[src/rtl/pixfetch_ctrl.sv]
// pixfetch_ctrl -- fetch scheduler for the VGA pixel path.
//
// Runs the Wishbone read master that fills the pixel FIFO from frame memory,
// one line at a time. Reads go out in bursts of at most BURST acks whenever
// the FIFO is below half full. Line start addresses advance by i_stride, and
// a frame-start pulse restarts the frame at i_base_addr.
//
// Optional feature macro: PIXFETCH_ERR_EN builds the sticky o_err logic
// (overflow push, or a frame start while a frame is in flight). Without it
// o_err is tied low.
//
// Handshake: o_wb_cyc/o_wb_stb rise together and stay high with a stable
// o_wb_addr until i_wb_ack; every ack seen while cyc is high transfers one
// word (pushed into the FIFO the same cycle unless a frame start masks it).
// Acks while cyc is low are ignored.
//
// Ports:
//   i_clk, i_reset        clock, asynchronous active-low reset
//   i_enable              fetch enable
//   i_frame_start         one-cycle pulse, restart the frame (needs i_enable)
//   i_base_addr           byte address of line 0 (word aligned)
//   i_stride              byte distance between line starts (word aligned)
//   i_fifo_half/full      FIFO level flags
//   o_fifo_push           push bus data into the FIFO this cycle
//   o_fifo_flush          one-cycle FIFO clear on an accepted frame start
//   o_wb_addr/sel/cyc/stb Wishbone read master outputs, i_wb_ack input
//   o_line_done           pulse the cycle after the last word of a line
//   o_busy                high in WAIT or REQ
//   o_err                 sticky error flag (PIXFETCH_ERR_EN only)
//   o_dbg_state           FSM state: 0 IDLE, 1 WAIT, 2 REQ, 3 DONE
module pixfetch_ctrl #(
  parameter int WORDS_PER_LINE = 160,
  parameter int LINES          = 480,
  parameter int BURST          = 8
) (
  input  logic        i_clk,
  input  logic        i_reset,
  input  logic        i_enable,
  input  logic        i_frame_start,
  input  logic [31:0] i_base_addr,
  input  logic [15:0] i_stride,
  input  logic        i_fifo_half,
  input  logic        i_fifo_full,
  output logic        o_fifo_push,
  output logic        o_fifo_flush,
  output logic [31:0] o_wb_addr,
  output logic [3:0]  o_wb_sel,
  output logic        o_wb_cyc,
  output logic        o_wb_stb,
  input  logic        i_wb_ack,
  output logic        o_line_done,
  output logic        o_busy,
  output logic        o_err,
  output logic [1:0]  o_dbg_state
);

  localparam int WW = (WORDS_PER_LINE > 1) ? $clog2(WORDS_PER_LINE) : 1;
  localparam int LW = (LINES > 1) ? $clog2(LINES) : 1;
  localparam int BW = (BURST > 1) ? $clog2(BURST) : 1;
  localparam logic [WW-1:0] LAST_WORD  = WW'(WORDS_PER_LINE - 1);
  localparam logic [LW-1:0] LAST_LINE  = LW'(LINES - 1);
  localparam logic [BW-1:0] LAST_BURST = BW'(BURST - 1);

  typedef enum logic [1:0] {
    S_IDLE = 2'd0,
    S_WAIT = 2'd1,
    S_REQ  = 2'd2,
    S_DONE = 2'd3
  } state_t;

  state_t        state;
  logic [31:0]   line_addr;
  logic [WW-1:0] word_cnt;
  logic [LW-1:0] line_cnt;
  logic [BW-1:0] burst_cnt;

  logic start;
  logic last_word;
  logic last_line;
  logic burst_end;

  // A frame start is only honoured while enabled.
  assign start     = i_frame_start & i_enable;
  assign last_word = (word_cnt == LAST_WORD);
  assign last_line = (line_cnt == LAST_LINE);
  assign burst_end = (burst_cnt == LAST_BURST);

  // The ack of a restarted transfer is dropped: its data belongs to the old frame.
  assign o_fifo_push  = i_wb_ack & (state == S_REQ) & ~i_frame_start;
  assign o_fifo_flush = start;
  assign o_wb_sel     = 4'hF;
  assign o_wb_stb     = o_wb_cyc;
  assign o_busy       = (state == S_WAIT) | (state == S_REQ);
  assign o_dbg_state  = state;

  always_ff @(posedge i_clk or negedge i_reset) begin
    if (!i_reset) begin
      state       <= S_IDLE;
      line_addr   <= '0;
      word_cnt    <= '0;
      line_cnt    <= '0;
      burst_cnt   <= '0;
      o_wb_addr   <= '0;
      o_wb_cyc    <= 1'b0;
      o_line_done <= 1'b0;
    end else begin
      o_line_done <= 1'b0;
      if (start) begin
        state     <= S_WAIT;
        line_addr <= i_base_addr;
        o_wb_addr <= i_base_addr;
        word_cnt  <= '0;
        line_cnt  <= '0;
        burst_cnt <= '0;
        o_wb_cyc  <= 1'b0;
      end else begin
        case (state)
          S_IDLE: ;
          S_WAIT: begin
            if (i_enable && !i_fifo_half) begin
              state     <= S_REQ;
              burst_cnt <= '0;
              o_wb_cyc  <= 1'b1;
            end else if (!i_enable) begin
              state <= S_IDLE;
            end
          end
          S_REQ: begin
            // Without an ack the request is held, even with i_enable low.
            if (i_wb_ack) begin
              burst_cnt <= burst_end ? '0 : burst_cnt + 1'b1;
              // o_wb_addr tracks line_addr + 4*word_cnt incrementally.
              if (last_word) begin
                line_addr   <= line_addr + {16'h0000, i_stride};
                o_wb_addr   <= line_addr + {16'h0000, i_stride};
                word_cnt    <= '0;
                line_cnt    <= last_line ? '0 : line_cnt + 1'b1;
                o_line_done <= 1'b1;
              end else begin
                word_cnt  <= word_cnt + 1'b1;
                o_wb_addr <= o_wb_addr + 32'd4;
              end
              if (last_word && last_line) begin
                state    <= S_DONE;
                o_wb_cyc <= 1'b0;
              end else if (burst_end || i_fifo_full || !i_enable) begin
                state    <= S_WAIT;
                o_wb_cyc <= 1'b0;
              end
            end
          end
          S_DONE: ;
          default: begin
            state    <= S_IDLE;
            o_wb_cyc <= 1'b0;
          end
        endcase
      end
    end
  end

`ifdef PIXFETCH_ERR_EN
  logic err_q;

  // Overflow: a word pushed into a full FIFO. Short frame: restart mid-frame.
  always_ff @(posedge i_clk or negedge i_reset) begin
    if (!i_reset) begin
      err_q <= 1'b0;
    end else if ((o_fifo_push && i_fifo_full) || (start && o_busy)) begin
      err_q <= 1'b1;
    end
  end

  assign o_err = err_q;
`else
  assign o_err = 1'b0;
`endif

endmodule

[config.mk]
export PLATFORM = sky130hd
export DESIGN_NAME = pixfetch_ctrl
export DESIGN_NICKNAME = d
export VERILOG_FILES = /design/src/rtl/pixfetch_ctrl.sv
export SDC_FILE = /design/constraint.sdc
export NUM_CORES = 1
export LEC_CHECK = 0
export ABC_AREA = 0
export CAP_MARGIN = 5
export CORE_MARGIN = 4
export CORE_UTILIZATION = 45
export DETAILED_ROUTE_END_ITERATION = 8
export GPL_TIMING_DRIVEN = 0
export PLACE_DENSITY = 0.7
export SKIP_LAST_GASP = 1
export SLEW_MARGIN = 20
export SYNTH_ARGS = -nofsm -noshare
export SYNTH_HDL_FRONTEND = slang
export SYNTH_SLANG_ARGS = --single-unit
[constraint.sdc]
create_clock -name i_clk -period 4.3 [get_ports i_clk]
set_input_delay 1.29 -clock i_clk [delete_from_list [all_inputs] [get_ports i_clk]]
set_output_delay 1.29 -clock i_clk [all_outputs]
set_load 0.02 [all_outputs]
; Word level (Yosys, flattened, before mapping)
; Cells that the tools add are included.
[word_totals]
register_bits = 88
in_bits = 55
output_inout_bits = 45
wordCells = 81
[classes]
addsub = 5
n_eq_ne = 9
n_mux = 39
bitwise = 5
reduce_logical = 15
[op_table]
columns = cell, count
row1 = 32-bit two-way mux, 8
row2 = 9-bit two-way mux, 5
row3 = 32-bit by 16-bit adder with 32-bit output, 1
row4 = "32-bit by 3-bit adder with 32-bit output, second input constant", 1
row5 = 8-bit two-way mux, 4
row6 = 2-bit two-way mux, 6
row7 = 3-bit two-way mux, 4
row8 = "9-bit by 1-bit adder with 9-bit output, second input constant", 1
row9 = "9-bit equality test, second input constant", 1
row10 = 1-bit two-way mux, 9
row11 = "8-bit by 1-bit adder with 8-bit output, second input constant", 1
row12 = "8-bit equality test, second input constant", 1
row13 = 4-bit AND reduction, 2
row14 = 3-bit one-hot mux with 2 select lines, 1
row15 = 3-bit AND reduction, 2
row16 = 2-bit nonzero test, 3
row17 = "4-bit by 2-bit inequality test with 1-bit output, second input constant", 1
row18 = "4-bit by 3-bit inequality test with 1-bit output, second input constant", 1
row19 = 2-bit one-hot mux with 2 select lines, 1
row20 = "3-bit by 1-bit adder with 3-bit output, second input constant", 1
row21 = 1-bit bitwise AND, 3
row22 = "3-bit equality test, second input constant", 1
row23 = "3-bit by 2-bit inequality test with 1-bit output, second input constant", 1
row24 = "3-bit inequality test, second input constant", 1
row25 = other kinds (10), 13

; Depth between registers and ports, before layout
; Gate-level depths: netlist of the first run.
[logic_depth]
ltp_word = 8
mapped_depth = 11
mapped_depth_nobuf = 10

; Worst setup path before layout of the first run
; No wires, ideal clock.
[synth_path]
path_kind = in2out
from = input port i_enable
to = output port o_fifo_flush
arrival_time_ns = 2.230
slack_ns = 0.780
cell_stages = 4
n_path_buf = 2
cell_sequence = nand2_1 inv_2 buf_1 buf_1
[synth_between]
elab_chain_len = 1
[synth_lines]
columns = element, line
row1 = from (decl), 38  ; input logic i_enable,
row2 = 1-bit bitwise AND, 83  ; assign start = i_frame_start & i_enable;
row3 = to (decl), 45  ; output logic o_fifo_flush,
; Every way passes these cells.

; Final worst setup path of the first run
[layout_path]
from = input port i_wb_ack
to = output port o_fifo_push
[layout_between]
elab_chain_len = 2
[layout_lines]
columns = element, line
row1 = from (decl), 50  ; input logic i_wb_ack,
row2 = 1-bit bitwise AND (2 in a row), 89  ; assign o_fifo_push = i_wb_ack & (state == S_REQ) & ~i_frame_start;
row3 = to (decl), 44  ; output logic o_fifo_push,
; Every way passes these cells.

==> results of run 1 <==
-- cell usage in the layout (no fill, tap or decap), types with 10 or more instances in the layout --
master and instances:
clkbuf_1 19, a21oi_1 55, and3_1 22, dfrtp_1 88, o211ai_1 11, nor2_1 43
xnor2_1 29, nor3_1 15, inv_1 10, clkdlybuf4s50_1 92, o21ai_0 61, nand4_1 17
ha_1 23, a31oi_1 11, nand2_1 99, nand3_1 35, xor2_1 17
-- where the power goes --
part           internal (uW)  switching [uW]
sequential               961             182
clock                    641             353
combinational            517             652
total                   2120            1190
-- cells in the mapped netlist, types with 7 or more instances --
master | n | area [um2]
nand2_1 | 99 | 372
dfrtp_1 | 88 | 2200
o21ai_0 | 61 | 305
a21oi_1 | 55 | 275
nor2_1 | 43 | 161
nand3_1 | 35 | 175
xnor2_1 | 29 | 254
ha_1 | 23 | 288
and3_1 | 22 | 138
clkbuf_1 | 20 | 75.1
nand4_1 | 17 | 106
xor2_1 | 17 | 149
nor3_1 | 15 | 75.1
a31oi_1 | 11 | 68.8
o211ai_1 | 11 | 82.6
inv_1 | 10 | 37.5
a21o_1 | 9 | 67.6
a211oi_1 | 7 | 52.6
a221o_1 | 7 | 70.1
and2_1 | 7 | 43.8
buf_2 | 7 | 35.0
-- critical path: cells and delay by family --
kind                   cells  cell delay [ns]
AND/OR/NAND/NOR            2             0.25
buffers and inverters      3             1.37
-- kinds of logic (layout without fill, tap and decap cells) --
logic type / after synthesis / after routing / share of synthesized area (%)
compound gates: 227 / 227 / 24.4
xor+xnor: 46 / 46 / 6.52
fa+ha+maj: 24 / 24 / 4.98
buf+inv: 48 / 159 / 3.54
flops: 88 / 88 / 35.6
mux: 8 / 8 / 1.38
other cells: 2 / 5 / 0.122
simple gates: 286 / 286 / 23.4
-- stage by stage --
| stage | util [%] | setup TNS [ns] |
|---|---|---|
| 2_1_floorplan | - | 0 |
| 3_3_place_gp | 55.1 | -128.68 |
| 3_5_place_dp | 55.3 | -1.05 |
| 4_1_cts | 58.1 | 0 |
| 5_1_grt | 58.2 | 0 |
| 6_report | 58.2 | 0 |
-- layer usage --
layer / share of wire [%] / global-route usage, % / wire (um)
met3: 7.7 / 5.42 / 1610
met2: 47 / 42.1 / 9810
met4: 2.8 / 9.82 / 584
met1: 43 / 37.3 / 9020
met5: 0 / 0 / 0
-- worst paths after layout --
kind | endpoint | slack [ns] | start
worst max-delay path | o_fifo_push | 0.1 | i_wb_ack
worst min-delay path | line_addr[12] | 0.49 | line_addr[12]
worst max register to register | line_addr[13] | 1.00 | o_dbg_state[0]
worst min register to register | line_addr[12] | 0.49 | line_addr[12]
max in group asynchronous | o_wb_addr[0] | 2.92 | i_reset
min in group asynchronous | o_wb_addr[6] | 0.75 | i_reset
-- layout make-up --
cell class              count  area, um2
fillers                  1218       5590
multi-input cells         596       3770
flip-flops and latches     88       2200
repair buffers             96        980
clock buffers              10        239
well taps                 176        220
plain buffers              36        179
clock inverters             6        130
inverters                  11       43.8
-- flip-flops by register name (all words and copies together) (netlist names) --
register / count
o_dbg_state: 2
line_cnt: 9
word_cnt: 8
line_addr: 32
o_wb_cyc: 1
burst_cnt: 3
o_wb_addr: 32
o_line_done: 1
-- repair_timing --
| item | 4_1_cts | 5_1_grt |
|---|---|---|
| resized for setup | 4 | 1 |
| pin swaps | 0 | 0 |
| buffers inserted | 1 | 0 |
| endpoints found under the setup margin | 2 | 1 |
==> flow_summary.toml, run 1 <==
[die]
ios = 100
die_w_um = 125
start_util_pct = 46.3
dieArea_um2 = 15700
core-area_um2 = 13300
std_cell_rows = 42
die_height_um = 125

[synthesis]
ys_seq_area_share_pct = 35.6
synth_top_flop_cell = "dfrtp_1"
syn_avg_cell_area_um2 = 8.48
synth_edf_count = 0
async_flop_share_pct = 100
syn-cell-area_um2 = 6180
synth_warnings = 0
synth-seq-cells = 88
synth_cells = 729
synthDistinctLibCells = 77

[power_and_ir_drop]
peakVddDrop_mv = 0.282
finalPower_uw = 3310
power_density_nw_per_um2 = 426
leakagePower_uw = 0.00322

[cts]
cts_max_level = 3
cts_tree = "done"
clk_pin_slew_ns = 0.06
hold_buffers = 0
clock-sinks = 88
cts_buffer_depth = 2
cts_buffers = 9
cts_root_buf = "clkbuf_16"
clock_latency_ns = 0.36

[setup_path]
path_max_fanout = 10
slowest_delay_ns = 0.61
cp_slowest_cell = "clkdlybuf4s50_1"
r2r_cells = 10
cp-end-kind = "output port"
crit_chain = "clkdlybuf4s50_1 -> nand2_1 -> clkbuf_2 -> nor2_1 -> clkdlybuf4s50_1"
cp_common_cell = "clkdlybuf4s50_1"
critPathRequiredTime_ns = 3.01
crit_type = "in -> out"
critical_path.startpoint_type = "primary input"
critPathArrivalTime_ns = 2.91

[place]
post-dp-hpwl_um = 15700
dpl-instance-area_um2 = 7380
pre_cts_ws_ns = -1.04
numPortBuffers = 94
routabilityCongestion = 0.945
dp.cells = 1003

[routing]
drt_iter0_markers = 787
routed_wl_um = 21000
vias = 6272
wire_per_inst_um = 20.6
first_pass_iters = 5
routed_via_density = 6.16
drc_errors = 0
ant_nets = 0

[timing]
grt_setup_unrepaired = "false"
timing.fmax_mhz = 238
fin_ws_ns = 0.0957
skew_ns = 0.00744
drv_slew = 0
timing.hold.ws_ns = 0.490
period_share_pct = 97.8
max-slew-margin-rel_pct = 41.8
worst_slew_pin_slew_ns = 0.872
min_period_ns = 4.20
hold_viol = 0
finalSetupViolations = 0

[final_layout]
syn2layout_area_growth_pct = 25.6
layout.nets = 917
drive_gt1_share_pct = 6.88
fin_area_um2 = 7760
antenna_cells = 0
layout.cells.non_filler = 1019

[global_route]
grt_pass1_wl_um = 33500
overflow = 0
antenna_found_initial = 0
grt_use_total_pct = 27.0
grt_pass1_vias = 6126
grt_max_degree = 76

[min_path]
hp-class = "reg -> reg"
hold_depth = 2

[run]
drv_cap = 0

[run_status]
status = "complete, no violations"
No activity file was read; power rests on OpenSTA's default activity.
==> run 2: changes to the inputs <==
Settings changed: GPL_ROUTABILITY_DRIVEN set to 0, PLACE_DENSITY 0.7 to 0.69.
==> flow_summary.toml, run 2 (synthesis results as in run 1) <==
[run_status]
status = "complete, no violations"

[place]
numPortBuffers = 94
dp.cells = 1003
post-dp-hpwl_um = 15400
dpl-instance-area_um2 = 7380

[global_route]
antenna_found_initial = 0
grt_pass1_wl_um = 32200
overflow = 0
grt_pass1_vias = 5944
grt_use_total_pct = 26.0
grt_max_degree = 66

[final_layout]
final_cell_mix = "nand2_1 (99), clkdlybuf4s50_1 (92), dfrtp_1 (88), o21ai_0 (61), a21oi_1 (55)"
syn2layout_area_growth_pct = 24.7
drive_gt1_share_pct = 6.76
nFillCells = 1223
final_common_cell = "nand2_1"
antenna_cells = 0
layout.nets = 917
layout.cells.non_filler = 1019
reg_top3 = "line_addr x32, o_wb_addr x32, line_cnt x9"
fin_area_um2 = 7700

[power_and_ir_drop]
power_density_nw_per_um2 = 408
leakagePower_uw = 0.00319
finalPower_uw = 3140
peakVddDrop_mv = 0.202

[cts]
cts_max_level = 3
clock_latency_ns = 0.35
hold_buffers = 0
clock-sinks = 88
cts_buffers = 9
cts_buffer_depth = 2
cts_root_buf = "clkbuf_16"
clk_pin_slew_ns = 0.06
cts_tree = "done"

[setup_path]
critPathRequiredTime_ns = 3.01
critical_path.startpoint_type = "primary input"
crit_type = "in -> out"
critPathArrivalTime_ns = 2.91
cp-end-kind = "output port"
path_max_fanout = 10

[timing]
max-slew-margin-rel_pct = 40.4
worst_slew_pin_slew_ns = 0.893
period_share_pct = 97.7
finalSetupViolations = 0
skew_ns = 0.00875
hold_viol = 0
grt_setup_unrepaired = "false"
drv_slew = 0
min_period_ns = 4.20
timing.fmax_mhz = 238
tns_ns = 0

[die]
core-area_um2 = 13300
start_util_pct = 46.3
ios = 100
std_cell_rows = 42
dieArea_um2 = 15700
die_height_um = 125
die_w_um = 125

[run]
drv_cap = 0

[routing]
first_pass_iters = 5
vias = 6270
drt_iter0_markers = 753
wire_per_inst_um = 20.1
routed_wl_um = 20400
ant_nets = 0
drc_errors = 0
routed_via_density = 6.15

[min_path]
hp-class = "reg -> reg"
==> run 2: worst paths after layout <==
kind,start,to,slack (ns),cells past startpoint
worst max-delay path,i_wb_ack,o_fifo_push,0.1,5
worst min-delay path,line_addr[12],line_addr[12],0.48,2
worst max register to register,o_dbg_state[0],line_addr[4],1.16,10
worst min register to register,line_addr[12],line_addr[12],0.48,2
max in group asynchronous,i_reset,line_addr[15],2.90,2
min in group asynchronous,i_reset,o_wb_addr[5],0.79,1
==> run 2: power by group <==
part | switching [uW] | leakage (uW) | total, uW | internal (uW)
registers | 178 | 0.00110 | 1140 | 961
logic | 651 | 0.00194 | 1170 | 517
clock network | 350 | 0.000153 | 834 | 484
total | 1180 | 0.00319 | 3140 | 1960
==> run 2: per-layer routing <==
| layer | global-route usage [%] | routed length (um) | vias to the layer above |
|---|---|---|---|
| li1 | - | - | 2909 |
| met1 | 36.7 | 8660 | 2986 |
| met2 | 40.7 | 9420 | 326 |
| met3 | 3.88 | 1770 | 49 |
| met4 | 9.50 | 581 | 0 |
| met5 | 0 | 0 | - |
==> run 2: metrics by stage <==
stage	setup slack (ns)	hold slack (ns)	util [%]
global placement	-1.47	0.464	55.1
CTS	0.0139	0.484	57.7
detailed placement	-1.07	0.468	55.3
floorplan	0.780	0.450	-
global route	0.0426	0.529	57.7
finish	0.0983	0.481	57.7
==> run 2: what timing repair did <==
action,CTS,global route
resized for setup,4,1
buffers inserted,1,0
gates cloned,0,0
setup endpoints to repair,2,1
==> run 2: area by class of cell <==
cell class                      instances  area [um2]  area share (%)
Multi-Input combinational cell        596        3770            48.9
Inverter                               11        43.8           0.569
Buffer                                 36         179            2.32
Tap cell                              176         220            2.86
Sequential cell                        88        2200            28.6
Clock buffer                           12         256            3.33
Timing Repair Buffer                   96         980            12.7
Clock inverter                          4        52.6           0.682
==> run 2: worst max-delay path: stages <==
cell and delay (ns):
clkdlybuf4s50_1 0.49, nand2_1 0.10, clkbuf_2 0.27, nor2_1 0.14, clkdlybuf4s50_1 0.61
==> edit 1, RTL diff (settings of run 2) <==
The parameter `LINES` goes from 480 to 960.
--- a/src/rtl/pixfetch_ctrl.sv
+++ b/src/rtl/pixfetch_ctrl.sv
@@ -31,5 +31,5 @@
 module pixfetch_ctrl #(
   parameter int WORDS_PER_LINE = 160,
-  parameter int LINES          = 480,
+  parameter int LINES          = 960,
   parameter int BURST          = 8
 ) (
Behaviour: no difference found for any inputs over 4 cycles, from zero or initial values and one cycle with i_reset low; that may be too few to reach the edited logic, so the function may still have changed.
==> edit 1 against run 2 <==
Area after synthesis is 0.36% higher. Utilization increased by 0.11 points. Design area up 0.19%. Largest cell class unchanged. Sequential cell count up 1. Total power is 2.9% lower. Routed wire length shrank 2.2%. Worst hold slack improved by 0.0072 ns. Clock skew grew 0.0040 ns. Worst setup slack got worse by 0.019 ns.
==> edit 1: results (changes against run 2) <==
\begin{tabular}{lr}
\hline
Metric & Value \\
\hline
\multicolumn{2}{l}{\textbf{Hold path}} \\
\quad HP Start & line\_addr[15] \\
\quad Endpoint with the worst hold slack & line\_addr[15] \\
\multicolumn{2}{l}{\textbf{Logic synthesis}} \\
\quad Sequential fraction of the synthesis area & 0.359 (+0.00274) \\
\quad Post-synthesis cell type count & 71 (-7.8\%) \\
\quad Post-synthesis share of cell area spent on full adders, half adders and majority gates & 0.0496 (-0.000181) \\
\quad Largest cells by area after synthesis & dfrtp\_1 (36\%), nand2\_1 (5.4\%), o21ai\_0 (5.2\%) \\
\quad Most frequent cells after synthesis & dfrtp\_1 (89), nand2\_1 (89), nor2\_1 (65), o21ai\_0 (65), a21oi\_1 (55) \\
\quad Xor and xnor fraction of the mapped netlist area & 0.0607 (-0.00447) \\
\multicolumn{2}{l}{\textbf{Worst setup path}} \\
\quad Depth of the worst register-to-register path & 9 (-1) \\
\quad Startpoint of the worst register-to-register path & word\_cnt[0] \\
\quad Critical path fanouts, max & 28 (+18) \\
\quad Endpoint of the worst-slack reg-to-reg timing path & o\_wb\_addr[5] \\
\quad Minimum setup slack among reg-to-reg paths & 1.42 ns (+0.26 ns) \\
\multicolumn{2}{l}{\textbf{Global route}} \\
\quad Via count of the first global-routing pass & 5,956 (+0.20\%) \\
\quad First-pass GRT wire length & 31,400 um (-2.5\%) \\
\quad Largest net degree at the start of global routing & 79 (+20\%) \\
\multicolumn{2}{l}{\textbf{Cells and area}} \\
\quad Largest registers ranked by flip-flop count & line\_addr x32, o\_wb\_addr x32, line\_cnt x10 \\
\quad Number of filler instances in the final layout & 1,244 (+1.7\%) \\
\quad Share of cells above drive strength 1 & 0.0696 (+0.00196) \\
\multicolumn{2}{l}{\textbf{STA}} \\
\quad Relative max-transition margin & 0.427 (+0.0230) \\
\multicolumn{2}{l}{\textbf{Status}} \\
\quad Status & finished, final reports clean \\
\multicolumn{2}{l}{\textbf{Power}} \\
\quad Static leakage & 3.16 nW (-0.69\%) \\
\multicolumn{2}{l}{\textbf{Placed design}} \\
\quad Standard cell area after detailed placement & 0.00740 mm\^{}2 (+0.31\%) \\
\quad DP Worst Slack & -1.02 ns (+0.0512 ns) \\
\multicolumn{2}{l}{\textbf{Route}} \\
\quad Final wirelength & 20,000 um (-2.2\%) \\
\quad Vias & 6,188 (-1.3\%) \\
\hline
\end{tabular}
[edit 1: cell types whose count changed in the layout (fill, tap and decap cells not counted), sizes merged, moves of 6 or more]
cell,change
xor2,+9
xnor2,-12
nand2,-10
nor2,+21
or3,+6
[edit 1: repair_timing]
action                                  4_1_cts  5_1_grt
setup buffers                                 0        0
cloned                                        0        0
resized for setup                             2        3
hold endpoints to repair                      0        0
endpoints found under the setup margin        2        1
[edit 1: cells by family (layout without fill, tap and decap cells)]
| group | after synthesis | after routing |
|---|---|---|
| AOI/OAI and AO/OA | 222 | 222 |
| xor gates and xnor gates | 43 | 43 |
| adders and majority gates | 24 | 24 |
| buffers and inverters | 58 | 167 |
| DFF | 89 | 89 |
| muxes | 9 | 9 |
| other | 2 | 5 |
| and+or+nand+nor | 289 | 289 |
[edit 1: worst max-delay path: stages]
cell	delay [ns]
clkdlybuf4s50_1	0.55
nand2_1	0.15
bufinv_16	0.30
clkdlybuf4s50_1	0.63
[edit 1: worst max-delay path by stage]
stage | start | endpoint | slack [ns] | depth (start not counted)
after floorplan | i_enable | o_fifo_flush | 0.81 | 4
after global placement | i_reset | burst_cnt[2] | -1.50 | 1
after detailed placement | i_enable | o_fifo_flush | -1.02 | 6
after CTS | i_enable | o_fifo_flush | 0.004 | 4
after global routing | i_enable | o_fifo_flush | 0.02 | 4
final | i_enable | o_fifo_flush | 0.08 | 4
[edit 1: cell type report]
type / instances / area share
Multi-Input combinational cell: 592 / 0.473
Sequential cell: 89 / 0.289
Timing Repair Buffer: 95 / 0.125
Buffer: 43 / 0.0358
Clock buffer: 10 / 0.0297
Tap cell: 176 / 0.0285
Inverter: 13 / 0.00973
Clock inverter: 6 / 0.00892
[edit 1: power breakdown]
group	switching, mW	total (mW)	internal (mW)	leakage [nW]
Sequential	0.161	1.12	0.959	1.08
Combinational	0.612	1.13	0.513	1.94
Clock	0.351	0.804	0.453	0.143
[edit 1: per-layer routing]
| metal | vias up | global-route usage | part of all wire |
|---|---|---|---|
| met5 | - | 0 | 0 |
| met4 | 0 | 0.0969 | 0.027 |
| met3 | 48 | 0.0478 | 0.072 |
| met2 | 273 | 0.400 | 0.47 |
| met1 | 2968 | 0.334 | 0.43 |
| li1 | 2899 | - | - |
==> edit 2, RTL diff (flow settings as in run 2) <==
Made on the original files. Compare `line_cnt` against `LAST_LINE` with >= in place of ==.
--- a/src/rtl/pixfetch_ctrl.sv
+++ b/src/rtl/pixfetch_ctrl.sv
@@ -83,5 +83,5 @@
   assign start     = i_frame_start & i_enable;
   assign last_word = (word_cnt == LAST_WORD);
-  assign last_line = (line_cnt == LAST_LINE);
+  assign last_line = (line_cnt >= LAST_LINE);
   assign burst_end = (burst_cnt == LAST_BURST);
 
Behaviour: no difference found for any inputs over 10 cycles, from zero or initial values and one cycle with i_reset low; that may be too few to reach the edited logic, so the function may still have changed.
==> edit 2 against run 2 <==
Utilization is 0.13 points higher. Sequential cell count stayed put. Via count is 2.5% lower. Area after synthesis is 4.9% lower. Worst setup slack better by 0.072 ns. Total power is 0.14% lower. Clock skew is 0.0018 ns higher. Design area is 4.5% lower. Die area is 4.6% lower. Routed wire length is 0.60% lower.
==> edit 2: results (changes against run 2) <==
\begin{tabular}{lr}
\hline
Metric & Value \\
\hline
\multicolumn{2}{l}{\textbf{Power}} \\
\quad Maximum resistive drop on vdd & 0.274 mV (+36\%) \\
\quad Clock power share & 0.240 (-0.026) \\
\quad Switch Pwr & 1.23 mW (+4.2\%) \\
\quad Static leakage & 2.92 nW (-8.3\%) \\
\multicolumn{2}{l}{\textbf{Placed design}} \\
\quad Standard cell area after detailed placement & 0.00707 mm\^{}2 (-4.1\%) \\
\multicolumn{2}{l}{\textbf{Logic synthesis}} \\
\quad Post-synthesis cell type count & 66 (-14\%) \\
\quad Most frequent cells after synthesis & nand2\_1 (107), dfrtp\_1 (88), a21oi\_1 (52) \\
\quad Largest cells by area after synthesis & dfrtp\_1 (37\%), nand2\_1 (6.8\%), xnor2\_1 (5.2\%) \\
\quad Sequential fraction of the synthesis area & 0.375 (+0.0182) \\
\quad Area fraction of the dominant cell type after synthesis & 0.375 (+0.0182) \\
\multicolumn{2}{l}{\textbf{Worst setup path}} \\
\quad Critical path fanouts, max & 19 (+9) \\
\quad Depth of the worst register-to-register path & 9 (-1) \\
\multicolumn{2}{l}{\textbf{STA}} \\
\quad Relative max-transition margin & 0.219 (-0.186) \\
\quad Setup skew after layout & 0.0105 ns (+0.00180 ns) \\
\multicolumn{2}{l}{\textbf{CTS}} \\
\quad Post CTS Setup Buffer Count & 0 (-1) \\
\quad Resize count post-CTS & 9 (+5) \\
\multicolumn{2}{l}{\textbf{Route}} \\
\quad Met1 Routed Length & 8330 um (-3.9\%) \\
\quad Violation count after the first detailed-routing iteration & 633 (-16\%) \\
\quad Average detailed-routed wire length per instance & 20.6 um (+2.9\%) \\
\quad Via/cell ratio & 6.22 (+1.0\%) \\
\quad Met2 WL & 9420 um (about the same) \\
\multicolumn{2}{l}{\textbf{Cells and area}} \\
\quad Number of nets at the end of the flow & 887 (-3.3\%) \\
\quad Number of filler instances in the final layout & 1,199 (-2.0\%) \\
\multicolumn{2}{l}{\textbf{Global route}} \\
\quad Largest net degree at the start of global routing & 62 (-6.1\%) \\
\quad Global routing usage summed across all routing layers & 0.271 (+0.0110) \\
\quad Via count of the first global-routing pass & 5,941 (-0.050\%) \\
\multicolumn{2}{l}{\textbf{Status}} \\
\quad Status & finished, final reports clean \\
\hline
\end{tabular}
## edit 2: routing by layer
metal,GRT usage,vias up
met5,0,-
met1,0.360,2905
met3,0.0576,60
li1,-,2772
met2,0.432,379
met4,0.107,0
## edit 2: cells by family (layout without fill, tap and decap cells)
kind of cell	Yosys count	after routing	share of synthesized area
XOR/XNOR	52	52	0.0775
buffers and inverters	53	161	0.0398
other	2	5	0.00128
AO/OA/AOI/OAI	198	198	0.223
multiplexers	5	5	0.00894
adder cells (fa/ha/maj)	24	24	0.0524
flip-flops	88	88	0.375
AND/OR/NAND/NOR	279	279	0.222
## edit 2: worst max-delay path, stage by stage
cell and delay (ns):
clkdlybuf4s50_1 0.57, nand2_4 0.14, clkinv_1 0.15, clkbuf_4 0.35, clkdlybuf4s15_2 0.32
## edit 2: per-stage QoR
stage           util  std cells
2_1_floorplan      -        704
3_3_place_gp   0.554        970
3_5_place_dp   0.556        971
4_1_cts        0.578        985
5_1_grt        0.578        984
6_report       0.578        984
## edit 2: area by class of cell
class / instances / area share
well taps: 172 / 0.0292
clock inverters: 5 / 0.00459
clock buffers: 10 / 0.0325
multi-input cells: 563 / 0.471
repair buffers: 95 / 0.132
flip-flops and latches: 88 / 0.299
plain buffers: 35 / 0.0231
inverters: 16 / 0.00816
## edit 2: final timing paths
path / end / startpoint / slack [ns]
worst max-delay path: o_fifo_flush / i_enable / 0.17
max in group asynchronous: o_dbg_state[0] / i_reset / 2.90
min in group asynchronous: line_addr[9] / i_reset / 0.81
worst min register to register: word_cnt[7] / word_cnt[7] / 0.49
worst max register to register: o_wb_addr[16] / word_cnt[1] / 0.84
worst min-delay path: word_cnt[7] / word_cnt[7] / 0.49
